File: config.mk
export PLATFORM = sky130hd
export DESIGN_NAME = lap_ctl
export DESIGN_NICKNAME = d
export VERILOG_FILES = /design/src/rtl/lap_ctl.sv
export SDC_FILE = /design/constraint.sdc
export NUM_CORES = 1
export LEC_CHECK = 0
export ABC_AREA = 1
export CORE_ASPECT_RATIO = 1.2
export CORE_MARGIN = 5
export CORE_UTILIZATION = 47
export DETAILED_ROUTE_END_ITERATION = 7
export DONT_BUFFER_PORTS = 1
export PLACE_DENSITY_LB_ADDON = 0.05
export SKIP_CTS_REPAIR_TIMING = 1
export SLEW_MARGIN = 40
export SYNTH_ARGS = -nofsm -noshare
export SYNTH_HDL_FRONTEND = slang
export SYNTH_SLANG_ARGS = --single-unit
File: constraint.sdc
create_clock -name clk -period 5.4 [get_ports clk]
set_input_delay 0.54 -clock clk [delete_from_list [all_inputs] [get_ports clk]]
set_output_delay 0.54 -clock clk [all_outputs]
set_load 0.02 [all_outputs]
File: src/rtl/lap_ctl.sv
// lap_ctl: stopwatch run/stop/lap controller with a small lap memory.
// Events are single-cycle key pulses, resolved with priority clear > start_stop > lap.
// In VIEW the display shows stored laps; otherwise it follows the live counters.
// Optional feature: define LAP_BEEP_EN to enable the lap-capture beep timer.
`timescale 1ns/1ps
module lap_ctl #(
  parameter int unsigned LAP_DEPTH = 4,
  parameter int unsigned BEEP_MS   = 50
) (
  input  logic       clk,
  input  logic       rst,
  input  logic       pls1k,
  input  logic       start_stop,
  input  logic       clear,
  input  logic       lap,
  input  logic [6:0] hcnt,
  input  logic [6:0] tcnt,
  input  logic [5:0] mcnt,
  input  logic [5:0] scnt,
  output logic       cnt_en,
  output logic       cnt_clr,
  output logic [6:0] disp_h,
  output logic [6:0] disp_t,
  output logic [5:0] disp_m,
  output logic [5:0] disp_s,
  output logic [3:0] lap_cnt,
  output logic [2:0] view_idx,
  output logic       lap_full,
  output logic       lap_ovf,
  output logic [1:0] state,
  output logic       beep
);

  localparam int unsigned IdxW   = (LAP_DEPTH > 1) ? $clog2(LAP_DEPTH) : 1;
  localparam int unsigned EntryW = 26;
  localparam logic [3:0]  DepthC = 4'(LAP_DEPTH);

  typedef enum logic [1:0] {
    StIdle = 2'd0,
    StRun  = 2'd1,
    StStop = 2'd2,
    StView = 2'd3
  } state_e;

  state_e            state_q, state_d;
  logic              cnt_en_q;
  logic              cnt_clr_q, cnt_clr_d;
  logic [3:0]        lap_cnt_q, lap_cnt_d;
  logic [2:0]        view_idx_q, view_idx_d;
  logic              lap_ovf_q, lap_ovf_d;
  logic              lap_wr;
  logic [EntryW-1:0] lap_mem [LAP_DEPTH];
  logic [EntryW-1:0] view_entry;

  // Priority-resolved events: at most one is acted on per cycle.
  logic ev_clear, ev_ss, ev_lap;
  assign ev_clear = clear;
  assign ev_ss    = start_stop & ~clear;
  assign ev_lap   = lap & ~clear & ~start_stop;

  // Last valid entry reached while stepping through the laps.
  logic view_last;
  assign view_last = ({1'b0, view_idx_q} == (lap_cnt_q - 4'd1));

  // Next-state, lap bookkeeping and capture strobe.
  always_comb begin
    state_d    = state_q;
    lap_cnt_d  = lap_cnt_q;
    view_idx_d = view_idx_q;
    lap_ovf_d  = lap_ovf_q;
    cnt_clr_d  = 1'b0;
    lap_wr     = 1'b0;
    unique case (state_q)
      StIdle: begin
        if (ev_clear) begin
          cnt_clr_d = 1'b1;
        end else if (ev_ss) begin
          state_d = StRun;
        end
      end
      StRun: begin
        if (ev_ss) begin
          state_d = StStop;
        end else if (ev_lap) begin
          if (lap_cnt_q == DepthC) begin
            lap_ovf_d = 1'b1;
          end else begin
            lap_wr    = 1'b1;
            lap_cnt_d = lap_cnt_q + 4'd1;
          end
        end
      end
      StStop: begin
        if (ev_clear) begin
          state_d    = StIdle;
          cnt_clr_d  = 1'b1;
          lap_cnt_d  = 4'd0;
          lap_ovf_d  = 1'b0;
          view_idx_d = 3'd0;
        end else if (ev_ss) begin
          state_d = StRun;
        end else if (ev_lap && (lap_cnt_q != 4'd0)) begin
          state_d    = StView;
          view_idx_d = 3'd0;
        end
      end
      StView: begin
        if (ev_clear) begin
          state_d    = StIdle;
          cnt_clr_d  = 1'b1;
          lap_cnt_d  = 4'd0;
          lap_ovf_d  = 1'b0;
          view_idx_d = 3'd0;
        end else if (ev_ss) begin
          state_d    = StRun;
          view_idx_d = 3'd0;
        end else if (ev_lap) begin
          if (view_last) begin
            state_d    = StStop;
            view_idx_d = 3'd0;
          end else begin
            view_idx_d = view_idx_q + 3'd1;
          end
        end
      end
      default: state_d = StIdle;
    endcase
  end

  // Control state registers with asynchronous active-low reset.
  always_ff @(posedge clk or negedge rst) begin
    if (!rst) begin
      state_q    <= StIdle;
      cnt_en_q   <= 1'b0;
      cnt_clr_q  <= 1'b0;
      lap_cnt_q  <= 4'd0;
      view_idx_q <= 3'd0;
      lap_ovf_q  <= 1'b0;
    end else begin
      state_q    <= state_d;
      cnt_en_q   <= (state_d == StRun);
      cnt_clr_q  <= cnt_clr_d;
      lap_cnt_q  <= lap_cnt_d;
      view_idx_q <= view_idx_d;
      lap_ovf_q  <= lap_ovf_d;
    end
  end

  // Lap memory write; contents survive clear and reset, stale entries are never shown.
  always_ff @(posedge clk) begin
    if (lap_wr) begin
      lap_mem[lap_cnt_q[IdxW-1:0]] <= {hcnt, tcnt, mcnt, scnt};
    end
  end

  // Display source select: stored lap in VIEW, live counters otherwise.
  always_comb begin
    view_entry = lap_mem[view_idx_q[IdxW-1:0]];
    if (state_q == StView) begin
      {disp_h, disp_t, disp_m, disp_s} = view_entry;
    end else begin
      {disp_h, disp_t, disp_m, disp_s} = {hcnt, tcnt, mcnt, scnt};
    end
  end

  assign state    = state_q;
  assign cnt_en   = cnt_en_q;
  assign cnt_clr  = cnt_clr_q;
  assign lap_cnt  = lap_cnt_q;
  assign view_idx = view_idx_q;
  assign lap_ovf  = lap_ovf_q;
  assign lap_full = (lap_cnt_q == DepthC);

`ifdef LAP_BEEP_EN
  localparam logic [7:0] BeepLen = 8'(BEEP_MS);

  logic       pls_q;
  logic       pls_rise;
  logic       beep_q, beep_d;
  logic [7:0] beep_cnt_q, beep_cnt_d;

  assign pls_rise = pls1k & ~pls_q;

  // Beep timer: an accepted capture (re)starts it, pls1k rising edges run it down.
  always_comb begin
    beep_d     = beep_q;
    beep_cnt_d = beep_cnt_q;
    if (lap_wr) begin
      beep_d     = 1'b1;
      beep_cnt_d = 8'd0;
    end else if (beep_q && pls_rise) begin
      if (beep_cnt_q == BeepLen - 8'd1) begin
        beep_d     = 1'b0;
        beep_cnt_d = 8'd0;
      end else begin
        beep_cnt_d = beep_cnt_q + 8'd1;
      end
    end
  end

  // Beep and pls1k edge-detect registers.
  always_ff @(posedge clk or negedge rst) begin
    if (!rst) begin
      pls_q      <= 1'b0;
      beep_q     <= 1'b0;
      beep_cnt_q <= 8'd0;
    end else begin
      pls_q      <= pls1k;
      beep_q     <= beep_d;
      beep_cnt_q <= beep_cnt_d;
    end
  end

  assign beep = beep_q;
`else
  logic unused_beep_cfg;
  assign unused_beep_cfg = ^{pls1k, 8'(BEEP_MS)};
  assign beep = 1'b0;
`endif

endmodule

==> results of run 1 <==
logic make-up (layout without fill, tap and decap cells):
group,count (synthesis),after routing,synth area share (%)
DFF,116,116,68.9
other,1,1,0.0755
AOI/OAI and AO/OA,96,96,10.5
buffers and inverters,44,62,3.85
adders and majority gates,5,5,1.26
xor gates and xnor gates,2,2,0.353
and+or+nand+nor,190,190,15.1
where the power goes:
group	internal, W	total (W)	switching [W]	leakage [nW]
Clock	0.000714	0.00107	0.000357	0.276
Sequential	0.00109	0.00118	0.0000924	1.09
Combinational	0.000134	0.000474	0.000339	0.699
cell usage after synthesis (2+ instances only):
cell / instances
a21oi_1: 8
a31oi_1: 26
buf_2: 12
clkbuf_1: 8
dfrtp_1: 12
edfxtp_1: 104
ha_1: 5
inv_1: 17
inv_2: 3
nand2_1: 29
nand3_1: 8
nand4_1: 2
nor2_1: 146
o21ai_0: 51
o21ai_1: 9
flip-flops by register name, indices dropped and copies added (netlist names):
signal    cells
cnt_clr       1
cnt_en        1
lap_cnt       4
view_idx      3
lap_mem     104
lap_ovf       1
state         2
worst min path at each step:
stage                                 to  startpoint  slack (ns)  depth (start not counted)
after floorplan                  cnt_clr         rst        0.24                          0
after global routing      lap_mem[1][14]     tcnt[2]        0.22                          0
final                     lap_mem[3][17]     tcnt[5]        0.24                          0
after global placement        lap_cnt[3]         rst        0.24                          0
after CTS                     lap_cnt[3]         rst       -0.18                          0
after detailed placement      lap_cnt[3]         rst        0.24                          0
stage by stage:
stage | hold WS [ns] | instance area [um^2]
floorplan | 0.244 | 4970
global placement | 0.245 | 5070
detailed placement | 0.245 | 5170
CTS | -0.175 | 5740
global route | 0.217 | 5750
finish | 0.243 | 5750
final cells by class:
| cell class | instances | area [um^2] |
|---|---|---|
| Clock buffer | 19 | 433 |
| Clock inverter | 13 | 140 |
| Fill cell | 862 | 4660 |
| Inverter | 21 | 80.1 |
| Multi-Input combinational cell | 294 | 1380 |
| Sequential cell | 116 | 3420 |
| Tap cell | 129 | 161 |
| Timing Repair Buffer | 9 | 133 |
routing by layer:
layer  track usage, %  vias up  routed length, um
met1             20.6     1521               4390
met5                0        -                  0
met3             6.26        8                780
li1                 -     1589                  -
met2             28.6       78               5260
met4             5.99        0                110
critical path: stages, from the launching register on:
cell and delay, ns:
dfrtp_1 0.62, nand2_1 0.18, inv_2 0.41, buf_4 0.38, nor2_1 0.08, a31oi_1 0.48
cell usage in the layout (no fill, tap or decap), types with 8 or more instances in the layout:
master,n
o21ai_0,51
clkbuf_16,17
nor2_1,142
dfrtp_1,11
nand2_1,29
inv_1,17
o21ai_1,9
a31oi_1,26
a21oi_1,8
edfxtp_1,104
nand3_1,8
==> flow_summary.html, run 1 <==
<table>
<tr><th>Metric</th><th>Value</th></tr>
<tr><th colspan="2">Timing</th></tr>
<tr><td>Clock Skews</td><td>about 0.0057 ns</td></tr>
<tr><td>Final period util</td><td>57.3%</td></tr>
<tr><td>Final min period</td><td>around 3.1 ns</td></tr>
<tr><td>Number of setup violations in the final report</td><td>0</td></tr>
<tr><td>Total Negative Setup Slacks</td><td>0 ns</td></tr>
<tr><td>Slew Limit Headroom</td><td>between 50% and 60%</td></tr>
<tr><td>Achievable frequency</td><td>about 0.32 GHz</td></tr>
<tr><td>Transition time at the pin with the least slew margin</td><td>0.687 ns</td></tr>
<tr><td>RSZ-0062 raised after global routing</td><td>no</td></tr>
<tr><td>Total count of hold-check failures in the final report</td><td>0</td></tr>
<tr><td>Number of pins with negative max-slew slack in the final report</td><td>0</td></tr>
<tr><td>Worst setup slack after layout</td><td>2.31 ns</td></tr>
<tr><th colspan="2">Global route</th></tr>
<tr><td>Antenna violations before repair</td><td>0</td></tr>
<tr><td>Total Routing Usage GR</td><td>17.1%</td></tr>
<tr><td>Total congestion overflow</td><td>0</td></tr>
<tr><td>Largest net degree at the start of global routing</td><td>56</td></tr>
<tr><td>First-pass GRT wire length</td><td>between 15000 and 20000 um</td></tr>
<tr><td>Vias in the first global route</td><td>~3300</td></tr>
<tr><th colspan="2">Clock network</th></tr>
<tr><td>Number of buffers on the longest clock path</td><td>2</td></tr>
<tr><td>Skew-Pair Late Insertion Delay</td><td>about 0.4 ns</td></tr>
<tr><td>TritonCTS Buffers</td><td>17</td></tr>
<tr><td>Clk sinks</td><td>approximately 120</td></tr>
<tr><td>Clock tree root buffer cell</td><td>clkbuf_16</td></tr>
<tr><td>Clock tree from TritonCTS</td><td>done</td></tr>
<tr><td>Htree depth</td><td>4</td></tr>
<tr><td>Clock input transition at the sequential cells of the worst setup and hold paths</td><td>0.05 ns</td></tr>
<tr><th colspan="2">Die</th></tr>
<tr><td>IO Count</td><td>72</td></tr>
<tr><td>Row Count</td><td>a little over 40</td></tr>
<tr><td>Vertical die dimension</td><td>between 100 and 150 um</td></tr>
<tr><td>Area of the die</td><td>~0.013 mm^2</td></tr>
<tr><td>Area of the core</td><td>0.0104 mm^2</td></tr>
<tr><td>Floorplan die width</td><td>approximately 100 um</td></tr>
<tr><td>Initial core utilization</td><td>47.7%</td></tr>
<tr><th colspan="2">Logic synthesis</th></tr>
<tr><td>Post-synth ARST share</td><td>between 10% and 20%</td></tr>
<tr><td>Share of the yosys chip area belonging to registers</td><td>68.9%</td></tr>
<tr><td>Synth Flop Type</td><td>edfxtp_1</td></tr>
<tr><td>Number of flops mapped to enable cells by yosys</td><td>between 100 and 150</td></tr>
<tr><td>Top area cells in the synthesized netlist</td><td>edfxtp_1, nor2_1, dfrtp_1, o21ai_0, a31oi_1</td></tr>
<tr><td>Synth area leader</td><td>edfxtp_1</td></tr>
<tr><td>Area share of the leading cell type in the synthesized netlist</td><td>between 60% and 70%</td></tr>
<tr><td>Yosys warning count</td><td>0</td></tr>
<tr><td>Post-synthesis sequential element count</td><td>roughly 120</td></tr>
<tr><td>Gate count of the mapped netlist</td><td>454</td></tr>
<tr><td>Post-Synthesis Mean Instance Area</td><td>approximately 11 um^2</td></tr>
<tr><td>Number of different library cells in the post-synthesis netlist</td><td>29</td></tr>
<tr><td>Summed instance area of the synthesized netlist</td><td>about 0.0050 mm^2</td></tr>
<tr><td>Net count of the mapped netlist</td><td>around 500</td></tr>
<tr><th colspan="2">Setup path</th></tr>
<tr><td>Capture point of the critical path</td><td>disp_m[5]</td></tr>
<tr><td>CP endpoint kind</td><td>output port</td></tr>
<tr><td>Reg2Reg Setup Slack</td><td>approximately 2.6 ns</td></tr>
<tr><td>Critical register-to-register path endpoint</td><td>lap_mem[2][15]</td></tr>
<tr><td>Critical path launch point type</td><td>flip-flop</td></tr>
<tr><td>Critical path class</td><td>reg -&gt; out</td></tr>
<tr><td>R2r worst-path depth</td><td>9</td></tr>
<tr><td>Startpoint of the worst setup timing path</td><td>state[1]</td></tr>
<tr><td>Critical register-to-register path startpoint</td><td>lap_cnt[0]</td></tr>
<tr><td>Required @ worst endpoint</td><td>between 4 and 5 ns</td></tr>
<tr><td>Worst-path fanout max</td><td>27</td></tr>
<tr><td>Endpoint arrival time on the critical path</td><td>roughly 2.6 ns</td></tr>
<tr><th colspan="2">Pwr</th></tr>
<tr><td>Worst VDD drop</td><td>0.000237 V</td></tr>
<tr><td>Overall power consumption</td><td>0.00273 W</td></tr>
<tr><td>Power density normalized to cell area</td><td>around 470 mW/mm^2</td></tr>
<tr><td>Static leakage</td><td>about 2.1 nW</td></tr>
<tr><th colspan="2">Placement</th></tr>
<tr><td>PortBufs</td><td>0</td></tr>
<tr><td>Post-placement cell count</td><td>approximately 570</td></tr>
<tr><td>HPWL after detailed placement</td><td>6500 um</td></tr>
<tr><td>Routability congestion estimate from global placement</td><td>just under 0.8</td></tr>
<tr><td>Worst setup timing slack at the placement stage</td><td>roughly 2.4 ns</td></tr>
<tr><th colspan="2">Detailed routing</th></tr>
<tr><td>Via density per instance</td><td>roughly 5.3</td></tr>
<tr><td>Routed len/inst</td><td>approximately 18 um</td></tr>
<tr><td>Number of optimization iterations in the first detailed-route pass</td><td>5</td></tr>
<tr><td>Violation count after the first detailed-route iteration</td><td>227</td></tr>
<tr><td>Total number of vias</td><td>about 3200</td></tr>
<tr><td>Aggregate routed wire length</td><td>~11000 um</td></tr>
<tr><td>Drt drc</td><td>0</td></tr>
<tr><td>Antenna-violating nets left</td><td>0</td></tr>
<tr><th colspan="2">Final layout</th></tr>
<tr><td>Nets@finish</td><td>between 400 and 500</td></tr>
<tr><td>Utilization after layout</td><td>a little under three fifths</td></tr>
<tr><td>Diodes inserted</td><td>0</td></tr>
<tr><td>Share of final-layout standard cells stronger than drive strength 1</td><td>a little under 10%</td></tr>
<tr><td>Count of non-filler cells in the finished layout</td><td>601</td></tr>
<tr><td>Synthesis-to-layout area growth</td><td>15.8%</td></tr>
<tr><th colspan="2">Outcome</th></tr>
<tr><td>Run status</td><td>finished, final reports clean</td></tr>
<tr><th colspan="2">Hold path</th></tr>
<tr><td>Type of the tightest min-delay check</td><td>in -&gt; reg</td></tr>
<tr><th colspan="2">Flow run</th></tr>
<tr><td>Number of maximum-capacitance constraint violations</td><td>0</td></tr>
</table>
Note: power is estimated with default switching activity, not from simulation.
==> inputs of run 2 (changes only) <==
==> constraint.sdc (replaced) <==
create_clock -name clk -period 3.05 [get_ports clk]
set_input_delay 0.305 -clock clk [delete_from_list [all_inputs] [get_ports clk]]
set_output_delay 0.305 -clock clk [all_outputs]
set_load 0.02 [all_outputs]
==> run 2 against run 1 <==
Routed wire length increased by 5.2%. Clock-buffer cell count decreased by 2. Register-to-register slack got worse by 2.1 ns. Power increased by 81%. First-iteration DRC count decreased by 37%. Sequential power increased by 75%. Critical path type unchanged. Critical endpoint is now disp_h[4]. Largest power group unchanged.
==> flow_summary.html, run 2 (synthesis gave the netlist of run 1 again) <==
<table>
<tr><th>Metric</th><th>Value</th></tr>
<tr><th colspan="2">Clock network</th></tr>
<tr><td>Htree depth</td><td>4 (unchanged)</td></tr>
<tr><td>Clk sinks</td><td>116 (unchanged)</td></tr>
<tr><td>Clock tree root buffer cell</td><td>clkbuf_16</td></tr>
<tr><td>Clock tree from TritonCTS</td><td>done</td></tr>
<tr><td>Clock input transition at the sequential cells of the worst setup and hold paths</td><td>0.05 ns (about the same)</td></tr>
<tr><td>TritonCTS Buffers</td><td>17 (unchanged)</td></tr>
<tr><td>Skew-Pair Late Insertion Delay</td><td>0.40 ns (about the same)</td></tr>
<tr><td>Number of buffers on the longest clock path</td><td>2 (unchanged)</td></tr>
<tr><th colspan="2">Detailed routing</th></tr>
<tr><td>Routed len/inst</td><td>16.9 um (-3.7%)</td></tr>
<tr><td>Antenna-violating nets left</td><td>0 (unchanged)</td></tr>
<tr><td>Drt drc</td><td>0 (unchanged)</td></tr>
<tr><td>Aggregate routed wire length</td><td>11100 um (+5.2%)</td></tr>
<tr><td>Via density per instance</td><td>5.26 (-1.1%)</td></tr>
<tr><td>Violation count after the first detailed-route iteration</td><td>142 (-37%)</td></tr>
<tr><td>Total number of vias</td><td>3456 (+8.1%)</td></tr>
<tr><td>Number of optimization iterations in the first detailed-route pass</td><td>4 (-1)</td></tr>
<tr><th colspan="2">Pwr</th></tr>
<tr><td>Sw Pwr</td><td>0.00148 W (+88%)</td></tr>
<tr><td>Static leakage</td><td>2.29 nW (+11%)</td></tr>
<tr><td>Power density normalized to cell area</td><td>798 mW/mm^2 (+68%)</td></tr>
<tr><td>Flop pwr share</td><td>41.9% (-1.5 points)</td></tr>
<tr><td>Internal power</td><td>0.00346 W (+79%)</td></tr>
<tr><td>Worst VDD drop</td><td>0.000538 V (+130%)</td></tr>
<tr><td>Switching power share of the total</td><td>30.0% (+1.1 points)</td></tr>
<tr><td>Clock share of power</td><td>37.7% (-1.6 points)</td></tr>
<tr><td>Share of power burned in combinational logic</td><td>20.4% (+3.0 points)</td></tr>
<tr><th colspan="2">Timing</th></tr>
<tr><td>Total Negative Setup Slacks</td><td>0 ns (unchanged)</td></tr>
<tr><td>Final period util</td><td>between 80% and 90%</td></tr>
<tr><td>Final min period</td><td>between 2 and 3 ns</td></tr>
<tr><td>Transition time at the pin with the least slew margin</td><td>0.649 ns (-0.0386 ns)</td></tr>
<tr><td>RSZ-0062 raised after global routing</td><td>no</td></tr>
<tr><td>Achievable frequency</td><td>~0.37 GHz</td></tr>
<tr><td>Total count of hold-check failures in the final report</td><td>0 (unchanged)</td></tr>
<tr><td>Clock Skews</td><td>0.00946 ns (+0.00378 ns)</td></tr>
<tr><td>Slew Limit Headroom</td><td>56.8% (+2.6 points)</td></tr>
<tr><td>Number of setup violations in the final report</td><td>0 (unchanged)</td></tr>
<tr><td>Worst hold slack</td><td>0.0371 ns (-0.206 ns)</td></tr>
<tr><td>Number of pins with negative max-slew slack in the final report</td><td>0 (unchanged)</td></tr>
<tr><th colspan="2">Final layout</th></tr>
<tr><td>Synthesis-to-layout area growth</td><td>24.7%</td></tr>
<tr><td>Commonest non-fill, non-tap cell in the layout</td><td>nor2_1</td></tr>
<tr><td>Diodes inserted</td><td>0 (unchanged)</td></tr>
<tr><td>Number of flip-flops in the largest register</td><td>104 (unchanged)</td></tr>
<tr><td>Utilization after layout</td><td>59.5% (+4.2 points)</td></tr>
<tr><td>Nets@finish</td><td>552 (+11%)</td></tr>
<tr><td>Commonest cells after routing, fill and taps aside</td><td>nor2_1, edfxtp_1, o21ai_0</td></tr>
<tr><td>Share of final-layout standard cells stronger than drive strength 1</td><td>14.8% (+5.0 points)</td></tr>
<tr><th colspan="2">Setup path</th></tr>
<tr><td>Critical path launch point type</td><td>flip-flop</td></tr>
<tr><td>Cell family contributing the most delay on the critical path</td><td>flip-flops</td></tr>
<tr><td>Endpoint arrival time on the critical path</td><td>2.39 ns (-0.16 ns)</td></tr>
<tr><td>Sequence of cells on the critical path</td><td>inv_2 &gt; nor2_1 &gt; o21ai_1 &gt; a31oi_1 &gt; buf_4</td></tr>
<tr><td>Critical path class</td><td>reg -&gt; out</td></tr>
<tr><td>Required @ worst endpoint</td><td>2.74 ns (-2.12 ns)</td></tr>
<tr><td>Worst-path fanout max</td><td>27 (unchanged)</td></tr>
<tr><td>Count of buffer and inverter cells on the critical path</td><td>2 (unchanged)</td></tr>
<tr><td>CP endpoint kind</td><td>output port</td></tr>
<tr><td>Largest stage delay on the critical path</td><td>0.75 ns (+0.13 ns)</td></tr>
<tr><td>Slowest CP cell</td><td>dfrtp_1</td></tr>
<tr><th colspan="2">Die</th></tr>
<tr><td>Area of the die</td><td>0.0127 mm^2 (unchanged)</td></tr>
<tr><td>Floorplan die width</td><td>104 um (unchanged)</td></tr>
<tr><td>Initial core utilization</td><td>47.7% (unchanged)</td></tr>
<tr><td>Row Count</td><td>41 (unchanged)</td></tr>
<tr><td>Area of the core</td><td>0.0104 mm^2 (unchanged)</td></tr>
<tr><td>IO Count</td><td>72 (unchanged)</td></tr>
<tr><td>Vertical die dimension</td><td>123 um (unchanged)</td></tr>
<tr><th colspan="2">Placement</th></tr>
<tr><td>PortBufs</td><td>0 (unchanged)</td></tr>
<tr><td>HPWL after detailed placement</td><td>6560 um (+0.97%)</td></tr>
<tr><td>Routability congestion estimate from global placement</td><td>0.860 (+9.3%)</td></tr>
<tr><th colspan="2">Global route</th></tr>
<tr><td>Largest net degree at the start of global routing</td><td>56 (unchanged)</td></tr>
<tr><td>Vias in the first global route</td><td>3428 (+5.2%)</td></tr>
<tr><td>Total Routing Usage GR</td><td>17.8% (+0.64 points)</td></tr>
<tr><td>First-pass GRT wire length</td><td>17700 um (+3.9%)</td></tr>
<tr><td>Total congestion overflow</td><td>0 (unchanged)</td></tr>
<tr><td>Antenna violations before repair</td><td>0 (unchanged)</td></tr>
<tr><th colspan="2">Flow run</th></tr>
<tr><td>Number of maximum-capacitance constraint violations</td><td>0 (unchanged)</td></tr>
<tr><th colspan="2">Outcome</th></tr>
<tr><td>Run status</td><td>finished, final reports clean</td></tr>
<tr><th colspan="2">Hold path</th></tr>
<tr><td>Type of the tightest min-delay check</td><td>in -&gt; reg</td></tr>
</table>
==> run 2: changes by cell type in the layout (fill, tap and decap cells not counted), sizes merged <==
cell | before | now
buf | 8 | 38
bufinv | 3 | 2
clkbuf | 19 | 17
clkinv | 9 | 7
clkinvlp | 2 | 6
dlygate4sd3 | 1 | 27
inv | 20 | 21
==> run 2: area by class of cell <==
class,instances,area (um^2)
clock buffer,17,425
clock inverter,15,140
fill,903,4220
inverter,21,78.8
multi-input combinational,294,1380
sequential,116,3420
tap,129,161
timing repair buffer,65,581
==> run 2: path summary, 6_finish.rpt <==
| path | from | endpoint | slack, ns | cells past startpoint |
|---|---|---|---|---|
| hold reg to reg | lap_ovf | lap_ovf | 0.62 | 2 |
| hold / removal | clear | cnt_clr | 0.04 | 2 |
| min in group asynchronous | rst | lap_cnt[1] | 0.34 | 1 |
| max in group asynchronous | rst | view_idx[0] | 2.28 | 1 |
| setup reg to reg | lap_cnt[1] | lap_mem[2][5] | 0.49 | 9 |
| setup / recovery | view_idx[1] | disp_h[4] | 0.36 | 5 |
==> run 2: power groups by stage <==
stage | combinational (W) | clock (W) | sequential [W]
floorplan | 0.000632 | 0 | 0.00210
global placement | 0.000964 | 0 | 0.00210
detailed placement | 0.000973 | 0 | 0.00211
CTS | 0.000978 | 0.00190 | 0.00208
global route | 0.00113 | 0.00199 | 0.00209
finish | 0.00101 | 0.00186 | 0.00207
==> run 2: through the flow <==
stage	std cells	setup slack (ns)	power [W]	area (um^2)
6_report	657	0.358	0.00494	6190
5_1_grt	657	0.234	0.00522	6190
4_1_cts	630	0.334	0.00495	5920
3_5_place_dp	598	0.490	0.00308	5360
3_3_place_gp	598	0.509	0.00307	5360
2_1_floorplan	454	-0.0305	0.00274	4970
==> run 2: per-layer routing <==
| metal | up-vias | GRT usage (%) | share of wire (%) |
|---|---|---|---|
| li1 | 1707 | - | - |
| met3 | 5 | 6.26 | 6.5 |
| met4 | 0 | 5.59 | 0.67 |
| met1 | 1652 | 21.5 | 43 |
| met5 | - | 0 | 0 |
| met2 | 92 | 30.1 | 50 |
==> patch 1, RTL diff (config.mk and constraints of run 2) <==
Build with the macro `LAP_BEEP_EN` defined.
--- a/src/rtl/lap_ctl.sv
+++ b/src/rtl/lap_ctl.sv
@@ -5,2 +5,4 @@
 `timescale 1ns/1ps
+`define LAP_BEEP_EN
+
 module lap_ctl #(
Check against the original RTL: not equivalent (Yosys sat finds a counterexample within 4 cycles, from zero or initial values and one cycle with rst low).
==> patch 1 against run 2 <==
Final area up 9.6%; sequential share of layout area down 1.2 points; sequential cell count up 10; non-clock buffer count down 1; synthesized area up 12%; total power up 5.4%; worst setup slack better by 0.022 ns; largest cell class unchanged; largest power group unchanged; wire length up 13%.
==> patch 1: results (changes against run 2) <==
| Metric | Value |
|---|---|
| Via count | 3,953 (+14%) |
| Hold EP | lap_ovf |
| First-pass GRT wire length | 19,390 um (+9.3%) |
| Crit path largest cell delay | 0.61 ns (-0.14 ns) |
| VDD IR max | 0.0003812 V (-29%) |
| Worst slew pin tran | 0.7048 ns (+0.05617 ns) |
| Initial antenna violation count | 0 (unchanged) |
| Placed Instances | 680 (+14%) |
| Unique masters post-synth | 41 (+41%) |
| Gr usage total | 18.24% (+0.46 points) |
| R2R cell count | 8 (-1) |
| Share of layout cells above drive strength 1 | 14.75% (-0.021 points) |
| Clock Path Buffers | 2 (unchanged) |
| Fraction of registers with async set/reset | 17.46% (+7.1 points) |
| RePlAce Congestion | 0.8102 (-5.8%) |
| Max Slew Vio Count | 0 (unchanged) |
| Synth area leaders | edfxtp_1, nor2_1, dfrtp_1 |
| Detailed placement HPWL | 7305 um (+11%) |
| End of the worst register-to-register path | lap_mem[1][11] |
| Router iterations before antenna repair | 5 (+1) |
| Final setup fails | 0 (unchanged) |
| CP arrival | 2.37 ns (-0.02 ns) |
| Synth Area per Inst | 10.88 um^2 (-0.59%) |
| Worst hold start | clear |
| DP Area | 5951 um^2 (+11%) |
| Synth top cells by count | nor2_1, edfxtp_1, o21ai_0, nand2_1, a31oi_1 |
| Nets | 610 (+11%) |
| CP max-delay cell | dfrtp_1 |
| Initial DRC Count | 230 (+62%) |
| Drt total wl | 12,570 um (+13%) |
| Slack of the worst reg-to-reg path | 0.67 ns (+0.18 ns) |
| Vias in the first global route | 3,811 (+11%) |
| Leak | 2.551 nW (+12%) |
| Max reg flops | 104 (unchanged) |
| Fill cell count | 956 (+5.9%) |
| Status | finished, final reports clean |
| Finished Layout Cells | 740 (+13%) |
| Number of synthesized flops with an enable pin | 104 (unchanged) |
| Worst-path clk slew | 0.05 ns (about the same) |
| Input/output buffers | 0 (unchanged) |
| Clock tree root buffer cell | clkbuf_16 |
| Setup Skew | 0.009706 ns (+0.0002415 ns) |
| Max H-tree Level | 4 (unchanged) |
| Sequential area share after synthesis | 66.10% (-2.8 points) |
| Post-Syn Nets | 550 (+12%) |
| TNS Setup | 0 ns (unchanged) |
| Critical path fanouts, max | 24 (-11%) |
| RR Startpoint | lap_cnt[0] |
| Num CTS Buffers | 17 (unchanged) |
-- patch 1: logic make-up (layout without fill, tap and decap cells) --
group           Yosys count  after routing  synth area share [%]
compound gates          101            101                 10.74
xor+xnor                  6              6                0.9455
fa+ha+maj                 7              7                 1.576
buf+inv                  54            126                 3.895
flops                   126            126                 66.10
simple gates            217            217                 16.75
-- patch 1: critical path: cells and delay by family, from the launching register on --
kind                   cells  cell delay [ns]
buffers and inverters      3             0.90
flip-flops                 1             0.61
AO/OA/AOI/OAI              1             0.26
AND/OR/NAND/NOR            2             0.18
-- patch 1: through the flow --
stage                     worst slack, ns  util, %  hold slack, ns
final                              0.3797    58.69         0.08639
after global placement             0.7100    51.44         0.01003
after CTS                          0.3996    56.08         -0.4285
after global routing               0.1920    58.69         0.08447
after floorplan                    0.2051        -        0.009409
after detailed placement           0.6598    51.44         0.01012
-- patch 1: cell type report --
type                    count  area share (%)
clock inverters            11           1.474
well taps                 157           2.893
multi-input cells         331           25.01
flip-flops and latches    126           54.13
inverters                  31           1.769
clock buffers              20           6.432
repair buffers             64           8.293
-- patch 1: worst max-delay path by stage --
stage | from | end | slack, ns | cells after the start
final | state[1] | disp_t[1] | 0.38 | 6
after global routing | state[1] | disp_t[1] | 0.19 | 6
after CTS | state[1] | disp_t[1] | 0.40 | 6
after detailed placement | lap_cnt[0] | lap_mem[1][5] | 0.66 | 8
after global placement | lap_cnt[0] | lap_mem[1][6] | 0.71 | 8
after floorplan | lap_cnt[0] | lap_mem[3][0] | 0.21 | 7
-- patch 1: routing by layer --
metal / part of all wire, % / wire length, um / track usage (%)
met3: 7.1 / 894 / 5.780
met2: 49 / 6104 / 29.93
met4: 1.7 / 212 / 7.704
met5: 0 / 0 / 0
met1: 43 / 5356 / 22.22
-- patch 1: where the power goes --
part           total [W]  switching [W]  internal (W)
Combinational    0.00117       0.000764      0.000402
Sequential       0.00220       0.000189       0.00201
Clock            0.00184       0.000669       0.00117
Total            0.00521        0.00162       0.00359
==> patch 2, RTL diff (settings of run 2) <==
Without the edit above. One comparison of `lap_cnt_q` changes from == to >=.
--- a/src/rtl/lap_ctl.sv
+++ b/src/rtl/lap_ctl.sv
@@ -84,3 +84,3 @@
         end else if (ev_lap) begin
-          if (lap_cnt_q == DepthC) begin
+          if (lap_cnt_q >= DepthC) begin
             lap_ovf_d = 1'b1;
Formal check against the unedited RTL: same outputs for any inputs over 4 cycles, from zero or initial values and one cycle with rst low; that may be too few to reach the edited logic, so the function may still have changed.
==> patch 2 against run 2 <==
Wire length is 2.1% higher; synthesized area is 2.1% higher; synthesized cell count is 0.44% higher; worst setup slack better by 0.036 ns; worst hold slack better by 0.0030 ns; final area is 0.87% higher; fmax is 1.4% higher; total power is 3.5% lower; sequential power is 5% lower; sequential cell count stayed put; critical endpoint is now disp_h[2]; largest cell class unchanged.
==> patch 2: results (changes against run 2) <==
| Metric | Value |
|---|---|
| Starting Density | 48.00% (+0.30 points) |
| Clock Path Buffers | 2 (unchanged) |
| Worst slew pin tran | 0.5889 ns (-0.05975 ns) |
| DP Area | 5405 um^2 (+0.89%) |
| Setup Skew | 0.01067 ns (+0.001210 ns) |
| Sequential cell area share | 54.82% (-0.48 points) |
| Met1 Routed Length | 4808 um (+1.2%) |
| Synth top cells by count | nor2_1, edfxtp_1, o21ai_0, nand2_1, a31oi_1 |
| Critical path fanouts, max | 26 (-3.7%) |
| Initial DRC Count | 207 (+46%) |
| Switching power of the nets | 0.001361 W (-8.2%) |
| Compound-Gate Fraction of Synth Area | 10.66% (+0.20 points) |
| Finished Layout Cells | 656 (-0.15%) |
| CP arrival | 2.35 ns (-0.04 ns) |
| RePlAce Congestion | 0.8732 (+1.6%) |
| VDD IR max | 0.0004395 V (-18%) |
| Synth warn | 0 (unchanged) |
| Detailed placement HPWL | 6523 um (-0.54%) |
| Drt total wl | 11,340 um (+2.1%) |
| Metal2 WL | 5764 um (+3.9%) |
| DR WL met3 | 623 um (-14%) |
| Post-Syn Nets | 493 (+0.41%) |
| Leak | 2.328 nW (+1.9%) |
| Vias per inst | 5.294 (+0.65%) |
| Fill cell count | 872 (-3.4%) |
| FFs & Latches | 116 (unchanged) |
| Status | finished, final reports clean |
| Buffers, non-clock | 63 (-3.1%) |
| Largest net degree at the start of global routing | 55 (-1.8%) |
| Clock tree root buffer cell | clkbuf_16 |
| Router iterations before antenna repair | 4 (unchanged) |
| Initial antenna violation count | 0 (unchanged) |
| Worst Setup SP | state[1] |
| Multiplexer area fraction after synthesis | 0% (unchanged) |
| NonClk Buf Share | 9.053% (-0.32 points) |
| Num CTS Buffers | 17 (unchanged) |
| XOR/XNOR Fraction of Synth Area | 0.1727% (-0.18 points) |
| DP Worst Slack | 0.7666 ns (+0.2765 ns) |
| Adder-cell share of the synthesized area | 1.233% (-0.026 points) |
| Synth-to-Final Area Change | 23.16% |
| Logic gate share of total power | 18.7% (-1.7 points) |
| Crit path largest cell delay | 0.68 ns (-0.07 ns) |
| Vias in the first global route | 3,356 (-2.1%) |
| Final clock-cell share | 9.153% (+0.022 points) |
| Synth Instances | 456 (+0.44%) |
| First-pass GRT wire length | 17,390 um (-1.9%) |
| Nets | 551 (-0.18%) |
| Worst hold start | start_stop |
| Unique masters post-synth | 31 (+6.9%) |
| Synth area leaders | edfxtp_1, nor2_1, dfrtp_1 |
| CLK BUF | 18 (+1) |
| Sequential area share after synthesis | 67.49% (-1.4 points) |
| Gr usage total | 17.46% (-0.31 points) |
| Placed Instances | 597 (-0.17%) |
| Fraction of area in multi-input gates | 23.03% (+0.71 points) |
| Share of layout cells above drive strength 1 | 16.51% (+1.7 points) |
| #MultiIn Comb | 295 (+0.34%) |
[patch 2: cell count changes after synthesis, sizes merged, moves of 2 or more]
cell / change
buf: +2
nand4: -2
o21ai: -6
a21oi: -2
nor2: +3
nand2: +4
nand3: +2
[patch 2: power by group through the flow]
stage               clock (W)  sequential (W)  combinational (W)
finish                0.00191         0.00196           0.000893
global route          0.00203         0.00197            0.00100
global placement            0         0.00200           0.000847
detailed placement          0         0.00200           0.000855
CTS                   0.00194         0.00197           0.000859
floorplan                   0         0.00196           0.000644
[patch 2: stage by stage]
stage	utilization, %	total power (W)
global placement	51.15	0.002843
floorplan	-	0.002609
finish	59.12	0.004770
detailed placement	51.15	0.002854
global route	59.12	0.005009
CTS	56.56	0.004767
[patch 2: worst max-delay path, delay by kind of cell (launching register included)]
family / cells / cell delay, ns
buffers and inverters: 3 / 0.86
DFF: 1 / 0.68
AOI/OAI and AO/OA: 1 / 0.20
and+or+nand+nor: 2 / 0.19
[patch 2: path summary, 6_finish.rpt]
| kind | endpoint | slack (ns) | depth (start not counted) |
|---|---|---|---|
| max | disp_h[2] | 0.39 | 6 |
| min reg2reg | lap_ovf | 0.63 | 2 |
| max in group asynchronous | view_idx[0] | 2.33 | 1 |
| max reg2reg | lap_mem[0][3] | 0.77 | 6 |
| min | state[1] | 0.04 | 1 |
| min in group asynchronous | state[1] | 0.32 | 1 |
[patch 2: layer usage]
metal / GRT usage (%) / up-vias
met4: 7.274 / 0
met5: 0 / -
li1: - / 1701
met3: 5.754 / 13
met2: 29.69 / 86
met1: 20.46 / 1673
